<file path="src/rtl/uart_cmd_host.sv">
// uart_cmd_host
// -------------
// Serial command initiator for a byte-level UART command target (for example
// an SDRAM controller's i_rx/o_tx pins). A parallel request is turned into
// a UART byte sequence:
//   write: 'w' (0x77), address, data      -> completes with no reply expected
//   read : 'r' (0x72), address            -> waits for one reply byte
// Frames are 8N1, LSB first, B = ClockFreq/BaudRate cycles per bit. The
// bytes of one command are sent back to back with no idle gap.
//
// Ports
//   i_sys_clk    system clock, all logic on the rising edge
//   i_rst_n      synchronous active-low reset
//   i_req_valid  request present
//   o_req_ready  request can be taken (idle, and not in the response cycle)
//   i_req_write  1 = write, 0 = read
//   i_req_addr   command address byte
//   i_req_wdata  write data byte (unused for reads)
//   o_rsp_valid  one-cycle completion pulse
//   o_rsp_rdata  read data (0 for writes and timeouts)
//   o_rsp_error  timeout or bad stop bit, qualified by o_rsp_valid
//   o_busy       high from acceptance through the o_rsp_valid cycle
//   o_tx         UART serial out, idles high
//   i_rx         UART serial in, asynchronous to i_sys_clk
//
// Handshake: a request transfers on a rising edge where i_req_valid and
// o_req_ready are both high. The request fields are captured on that edge;
// later changes on the request inputs are ignored until the next transfer.
// There is no back-pressure on the response side: o_rsp_valid is a single
// cycle pulse that the requester must take when it appears.

module uart_cmd_host #(
    parameter int ClockFreq  = 133_000_000,
    parameter int BaudRate   = 115200,
    parameter int RspTimeout = 2_000_000
) (
    input  logic       i_sys_clk,
    input  logic       i_rst_n,
    input  logic       i_req_valid,
    output logic       o_req_ready,
    input  logic       i_req_write,
    input  logic [7:0] i_req_addr,
    input  logic [7:0] i_req_wdata,
    output logic       o_rsp_valid,
    output logic [7:0] o_rsp_rdata,
    output logic       o_rsp_error,
    output logic       o_busy,
    output logic       o_tx,
    input  logic       i_rx
);

    localparam int BitCycles = ClockFreq / BaudRate;
    localparam int HalfBit   = BitCycles / 2;
    localparam int CntW      = (BitCycles > 1) ? $clog2(BitCycles) : 1;
    localparam int TmoW      = $clog2(RspTimeout + 1);

    localparam logic [CntW-1:0] BitLast  = CntW'(BitCycles - 1);
    localparam logic [CntW-1:0] HalfLast = CntW'(HalfBit - 1);
    localparam logic [TmoW-1:0] TmoLast  = TmoW'(RspTimeout - 1);
    localparam logic [3:0]      IdxLast  = 4'd9;

    typedef enum logic [2:0] {
        IDLE,
        SEND_CMD,
        SEND_ADDR,
        SEND_DATA,
        WAIT_RSP,
        RECV,
        DONE
    } state_t;

    // state is kept as a named enum register so checkers can bind to it
    state_t state;
    state_t state_nxt;

    logic            req_write_r;
    logic [7:0]      req_addr_r;
    logic [7:0]      req_wdata_r;
    logic [9:0]      tx_shift;     // {stop, data[7:0], start}, shifted out LSB first
    logic [CntW-1:0] cnt;          // cycles within the current bit (tx and rx share it)
    logic [3:0]      idx;          // bit position within the current frame
    logic [TmoW-1:0] tmo;
    logic            start_pend;   // falling edge seen, waiting for mid-start check
    logic            rx_s1;
    logic            rx_s2;
    logic            rx_prev;
    logic [7:0]      rx_shift;
    logic [7:0]      res_data;
    logic            res_err;

    logic accept;
    logic bit_end;
    logic rx_fall;
    logic start_ok;
    logic tmo_hit;

    // Ready is withheld during the response cycle so a new request never
    // overlaps the completion pulse of the previous one.
    assign o_req_ready = (state == IDLE) && !o_rsp_valid;
    assign o_busy      = !o_req_ready;
    assign accept      = i_req_valid && o_req_ready;

    assign bit_end  = (cnt == BitLast) && (idx == IdxLast);
    assign rx_fall  = rx_prev && !rx_s2;
    assign start_ok = start_pend && (cnt == HalfLast) && !rx_s2;
    assign tmo_hit  = (tmo == TmoLast);

    always_ff @(posedge i_sys_clk) begin
        if (!i_rst_n) begin
            state <= IDLE;
        end else begin
            state <= state_nxt;
        end
    end

    always_comb begin
        state_nxt = state;
        case (state)
            IDLE:      if (accept)  state_nxt = SEND_CMD;
            SEND_CMD:  if (bit_end) state_nxt = SEND_ADDR;
            SEND_ADDR: if (bit_end) state_nxt = req_write_r ? SEND_DATA : WAIT_RSP;
            SEND_DATA: if (bit_end) state_nxt = DONE;
            WAIT_RSP: begin
                if (tmo_hit) begin
                    state_nxt = DONE;
                end else if (start_ok) begin
                    state_nxt = RECV;
                end
            end
            RECV:      if (bit_end) state_nxt = DONE;
            DONE:      state_nxt = IDLE;
            default:   state_nxt = IDLE;
        endcase
    end

    always_ff @(posedge i_sys_clk) begin
        if (!i_rst_n) begin
            o_tx        <= 1'b1;
            o_rsp_valid <= 1'b0;
            o_rsp_rdata <= 8'h00;
            o_rsp_error <= 1'b0;
            req_write_r <= 1'b0;
            req_addr_r  <= 8'h00;
            req_wdata_r <= 8'h00;
            tx_shift    <= 10'h3ff;
            cnt         <= '0;
            idx         <= 4'd0;
            tmo         <= '0;
            start_pend  <= 1'b0;
            rx_s1       <= 1'b1;
            rx_s2       <= 1'b1;
            rx_prev     <= 1'b1;
            rx_shift    <= 8'h00;
            res_data    <= 8'h00;
            res_err     <= 1'b0;
        end else begin
            rx_s1       <= i_rx;
            rx_s2       <= rx_s1;
            rx_prev     <= rx_s2;
            o_rsp_valid <= 1'b0;

            case (state)
                IDLE: begin
                    o_tx <= 1'b1;
                    if (accept) begin
                        req_write_r <= i_req_write;
                        req_addr_r  <= i_req_addr;
                        req_wdata_r <= i_req_wdata;
                        tx_shift    <= {1'b1, (i_req_write ? 8'h77 : 8'h72), 1'b0};
                        cnt         <= '0;
                        idx         <= 4'd0;
                    end
                end

                SEND_CMD, SEND_ADDR, SEND_DATA: begin
                    o_tx <= tx_shift[0];
                    if (cnt == BitLast) begin
                        cnt <= '0;
                        if (idx == IdxLast) begin
                            // Stop bit is on the line now; preload the next
                            // frame so its start bit follows with no gap.
                            idx <= 4'd0;
                            if (state == SEND_CMD) begin
                                tx_shift <= {1'b1, req_addr_r, 1'b0};
                            end else if (state == SEND_ADDR && req_write_r) begin
                                tx_shift <= {1'b1, req_wdata_r, 1'b0};
                            end else if (state == SEND_ADDR) begin
                                tmo        <= '0;
                                start_pend <= 1'b0;
                            end else begin
                                res_data <= 8'h00;
                                res_err  <= 1'b0;
                            end
                        end else begin
                            idx      <= idx + 4'd1;
                            tx_shift <= {1'b1, tx_shift[9:1]};
                        end
                    end else begin
                        cnt <= cnt + CntW'(1);
                    end
                end

                WAIT_RSP: begin
                    // The mid-start check lives here, not in RECV, so a
                    // glitch costs no time against the reply timeout.
                    o_tx <= 1'b1;
                    tmo  <= tmo + TmoW'(1);
                    if (tmo_hit) begin
                        res_data <= 8'h00;
                        res_err  <= 1'b1;
                    end else if (start_pend) begin
                        if (cnt == HalfLast) begin
                            cnt        <= '0;
                            start_pend <= 1'b0;
                            idx        <= 4'd1;
                        end else begin
                            cnt <= cnt + CntW'(1);
                        end
                    end else if (rx_fall) begin
                        start_pend <= 1'b1;
                        cnt        <= '0;
                    end
                end

                RECV: begin
                    o_tx <= 1'b1;
                    if (cnt == BitLast) begin
                        cnt <= '0;
                        if (idx == IdxLast) begin
                            res_data <= rx_shift;
                            res_err  <= !rx_s2;
                        end else begin
                            rx_shift <= {rx_s2, rx_shift[7:1]};
                            idx      <= idx + 4'd1;
                        end
                    end else begin
                        cnt <= cnt + CntW'(1);
                    end
                end

                DONE: begin
                    o_tx        <= 1'b1;
                    o_rsp_valid <= 1'b1;
                    o_rsp_rdata <= res_data;
                    o_rsp_error <= res_err;
                end

                default: begin
                    o_tx <= 1'b1;
                end
            endcase
        end
    end

endmodule

</file>
<file path="config.mk">
export PLATFORM = sky130hd
export DESIGN_NAME = uart_cmd_host
export DESIGN_NICKNAME = d
export VERILOG_FILES = /design/src/rtl/uart_cmd_host.sv
export SDC_FILE = /design/constraint.sdc
export NUM_CORES = 1
export LEC_CHECK = 0
export BUFFER_PORTS_ARGS = -buffer_cell sky130_fd_sc_hd__buf_4
export CORE_MARGIN = 4
export CORE_UTILIZATION = 60
export CTS_CLUSTER_DIAMETER = 120
export DETAILED_ROUTE_END_ITERATION = 6
export GPL_ROUTABILITY_DRIVEN = 0
export PLACE_DENSITY = 0.79
export SYNTH_ARGS = -nofsm -noshare
export SYNTH_HDL_FRONTEND = slang
export SYNTH_SLANG_ARGS = --single-unit
</file>
<file path="constraint.sdc">
create_clock -name i_sys_clk -period 2.6 [get_ports i_sys_clk]
set_input_delay 0.39 -clock i_sys_clk [delete_from_list [all_inputs] [get_ports i_sys_clk]]
set_output_delay 0.39 -clock i_sys_clk [all_outputs]
set_load 0.05 [all_outputs]
</file>
==> out/metrics.csv <==
stage,metric,value,unit
setup_path,cp.required,2.86,ns
clock_network,postCtsSetupBuffers,0,
logic_synthesis,yosysWarnings,0,
layout,drive_gt1_share,16.6,%
die,coreArea,7410,um2
power,intPower,2.57,mW
clock_network,clk_latency,0.37,ns
logic_synthesis,synth_top_area_share,41.4,%
power,seq_power_share,40.4,%
routing,viasPerCell,5.75,
layout,syn_to_final_growth,11.7,%
timing,setup_viol,0,
die,rows,31,
clock_network,cts_tree,built,
routing,drt_iter0_drc,159,
global_routing,grt-ovfl-total,0,
logic_synthesis,synth_seq_cells,97,
placement,dpl_cell_area,5040,um2
setup_path,crit_fanout,9,
timing,finalCritPeriodShare,91.4,%
logic_synthesis,ys_types,67,
timing,achievable-frequency,0.421,GHz
power,switching_power,1.70,mW
status,outcome,completed,
global_routing,grt_pass1_wl,16.4,mm
die,die_height,96.4,um
clock_network,cts.sinks,97,
timing,period_needed,2.38,ns
logic_synthesis,avgSynthCellArea,8.65,um2
global_routing,grt_max_degree,31,
timing,tightest_slew,0.664,ns
power,p_leak,1.77,nW
die,die-area,9300,um2
global_routing,track_usage,22.2,%
timing,relSlewSlack,55.6,%
logic_synthesis,synthArstFlopShare,0,%
layout,layout.nets,600,
logic_synthesis,netlist_area,4690,um2
layout,layout_commonest_cell,dfxtp_1,
power,ir_drop,0.869,mV
timing,hold_violations,0,
setup_path,cp-start-kind,flop,
layout,n_fill_cell,584,
global_routing,grt_pass1_vias,3606,
layout,finalInstanceArea,5240,um2
setup_path,critPathArrivalTime,2.63,ns
die,start_util,63.3,%
placement,io_buffers,33,
timing,maxSlewViolCount,0,
timing,final.setup_skew,0.0119,ns
layout,regArea,1940,um2
logic_synthesis,synth_seq_area_share,41.4,%
clock_network,clk_transition_reported_paths,0.10,ns
power,p_sw_share,39.9,%
layout,diodes,0,
power,clkPwrFrac,22.2,%
setup_path,end_kind,flop,
setup_path,worst-setup-path-type,reg2reg,
routing,drcViolationCount,0,
timing,rsz0062_at_grt,false,
timing,fin_setup_tns,0,ns
routing,ant_nets,0,
layout,multiInputGateArea,2570,um2
clock_network,htreeDepth,3,
routing,drt_first_pass_iters,4,
die,fp.dieW,96.4,um
clock_network,cts_buffers,9,
power,powerDensity,814,nW/um2
routing,vias,3892,
logic_synthesis,syn_inst,542,
logic_synthesis,yosysTopAreaCell,dfxtp_1,
placement,hpwl,6.99,mm
logic_synthesis,syn_nets,569,
clock_network,clk_path_buf_depth,2,
logic_synthesis,synth_edf_count,0,
logic_synthesis,netlist_top_cells_area,"dfxtp_1 41%, nand2_1 6.7%, nor2_1 5.4%",
logic_synthesis,ys.flop_type,dfxtp_1,
layout,final_cell_mix,"97 x dfxtp_1, 84 x nand2_1, 67 x nor2_1",
run,cap_violations,0,
clock_network,clock_tree.root_cell,clkbuf_8,
die,io_pins,34,
global_routing,antenna_found_initial,0,
min_path,min_path_type,in2reg,
power,p_comb_share,37.4,%
routing,wire_per_inst,14.5,um
routing,drt-total-wl,9.79,mm
repair_timing:
| item | in CTS | in global routing |
|---|---|---|
| setup endpoints to repair | 0 | 2 |
| hold endpoints to repair | 0 | 0 |
| gates resized for setup | 0 | 2 |
| hold buffers | 0 | 0 |
worst max-delay path, cell delays in order, from the launching register on:
cell	delay, ns
dfxtp_1	0.45
ha_1	0.17
nor2b_1	0.25
nand4_4	0.19
o21a_1	0.26
or3_1	0.49
a2111oi_2	0.34
o21ai_1	0.11
through the flow:
step                utilization [%]  worst slack [ns]  std cells  total power [mW]  hold slack (ns)
floorplan                         -             0.199        542              3.00            0.386
global placement               68.0             0.309        661              3.28            0.389
detailed placement             68.0             0.226        661              3.34            0.397
CTS                            70.6             0.222        677              4.27            0.190
global route                   70.7            0.0322        677              4.54            0.197
finish                         70.7             0.222        677              4.27            0.202
power groups by stage:
| stage | clock [mW] | sequential (mW) | combinational [mW] |
|---|---|---|---|
| CTS | 0.968 | 1.72 | 1.58 |
| floorplan | 0 | 1.74 | 1.26 |
| global placement | 0 | 1.75 | 1.54 |
| global route | 1.03 | 1.74 | 1.77 |
| detailed placement | 0 | 1.76 | 1.58 |
| finish | 0.946 | 1.72 | 1.60 |
synth_stat cells, types with 4 or more instances:
master / count
dfxtp_1: 97
nand2_1: 84
nor2_1: 67
a21oi_1: 44
xnor2_1: 24
nand3_1: 20
mux2i_1: 19
clkbuf_1: 15
o21ai_0: 13
nor3_1: 12
nor4_2: 8
buf_2: 7
inv_1: 7
nand4_1: 7
ha_1: 6
nand2b_1: 6
nor2b_1: 6
or3_1: 6
nor4_1: 5
a2111oi_2: 4
a211oi_1: 4
buf_4: 4
nand4b_1: 4
o21ai_1: 4
cells by family after synthesis:
group	after synthesis	share of synthesized area (%)
muxes	19	4.05
AOI/OAI and AO/OA	92	13.6
DFF	97	41.4
adders and majority gates	6	1.60
xor gates and xnor gates	27	5.04
and+or+nand+nor	264	30.3
buffers and inverters	37	3.95
state kept, by name (all words and copies together) (netlist names), 3 cells and up:
name and cells:
cnt 11, idx 4, o_rsp_rdata 8, req_addr_r 8, req_wdata_r 8, res_data 8
rx_shift 8, state 3, tmo 21, tx_shift 9
area by class of cell:
class                   count  share of cell area [%]
inverters                   8                   0.573
repair buffers             49                    7.26
multi-input cells         408                    49.0
well taps                  99                    2.36
clock inverters             7                    1.34
flip-flops and latches     97                    37.1
clock buffers               9                    2.36
per-layer routing:
metal / up-vias / wire length [um] / track usage [%]
li1: 1964 / - / -
met1: 1839 / 4440 / 28.9
met2: 75 / 4800 / 36.6
met3: 14 / 416 / 4.96
met4: 0 / 140 / 7.13
met5: - / 0 / 0
final timing paths:
| kind | slack (ns) | depth (start not counted) | endpoint | startpoint |
|---|---|---|---|---|
| min reg2reg | 0.41 | 1 | rx_s2$_SDFF_PN1_ | rx_s1$_SDFF_PN1_ |
| min | 0.20 | 2 | rx_s1$_SDFF_PN1_ | i_rx |
| max | 0.22 | 7 | tx_shift[7]$_SDFFE_PN1P_ | cnt[0]$_SDFFE_PN0P_ |
| max reg2reg | 0.22 | 7 | tx_shift[7]$_SDFFE_PN1P_ | cnt[0]$_SDFFE_PN0P_ |
Power figures use the tool's default switching activity.
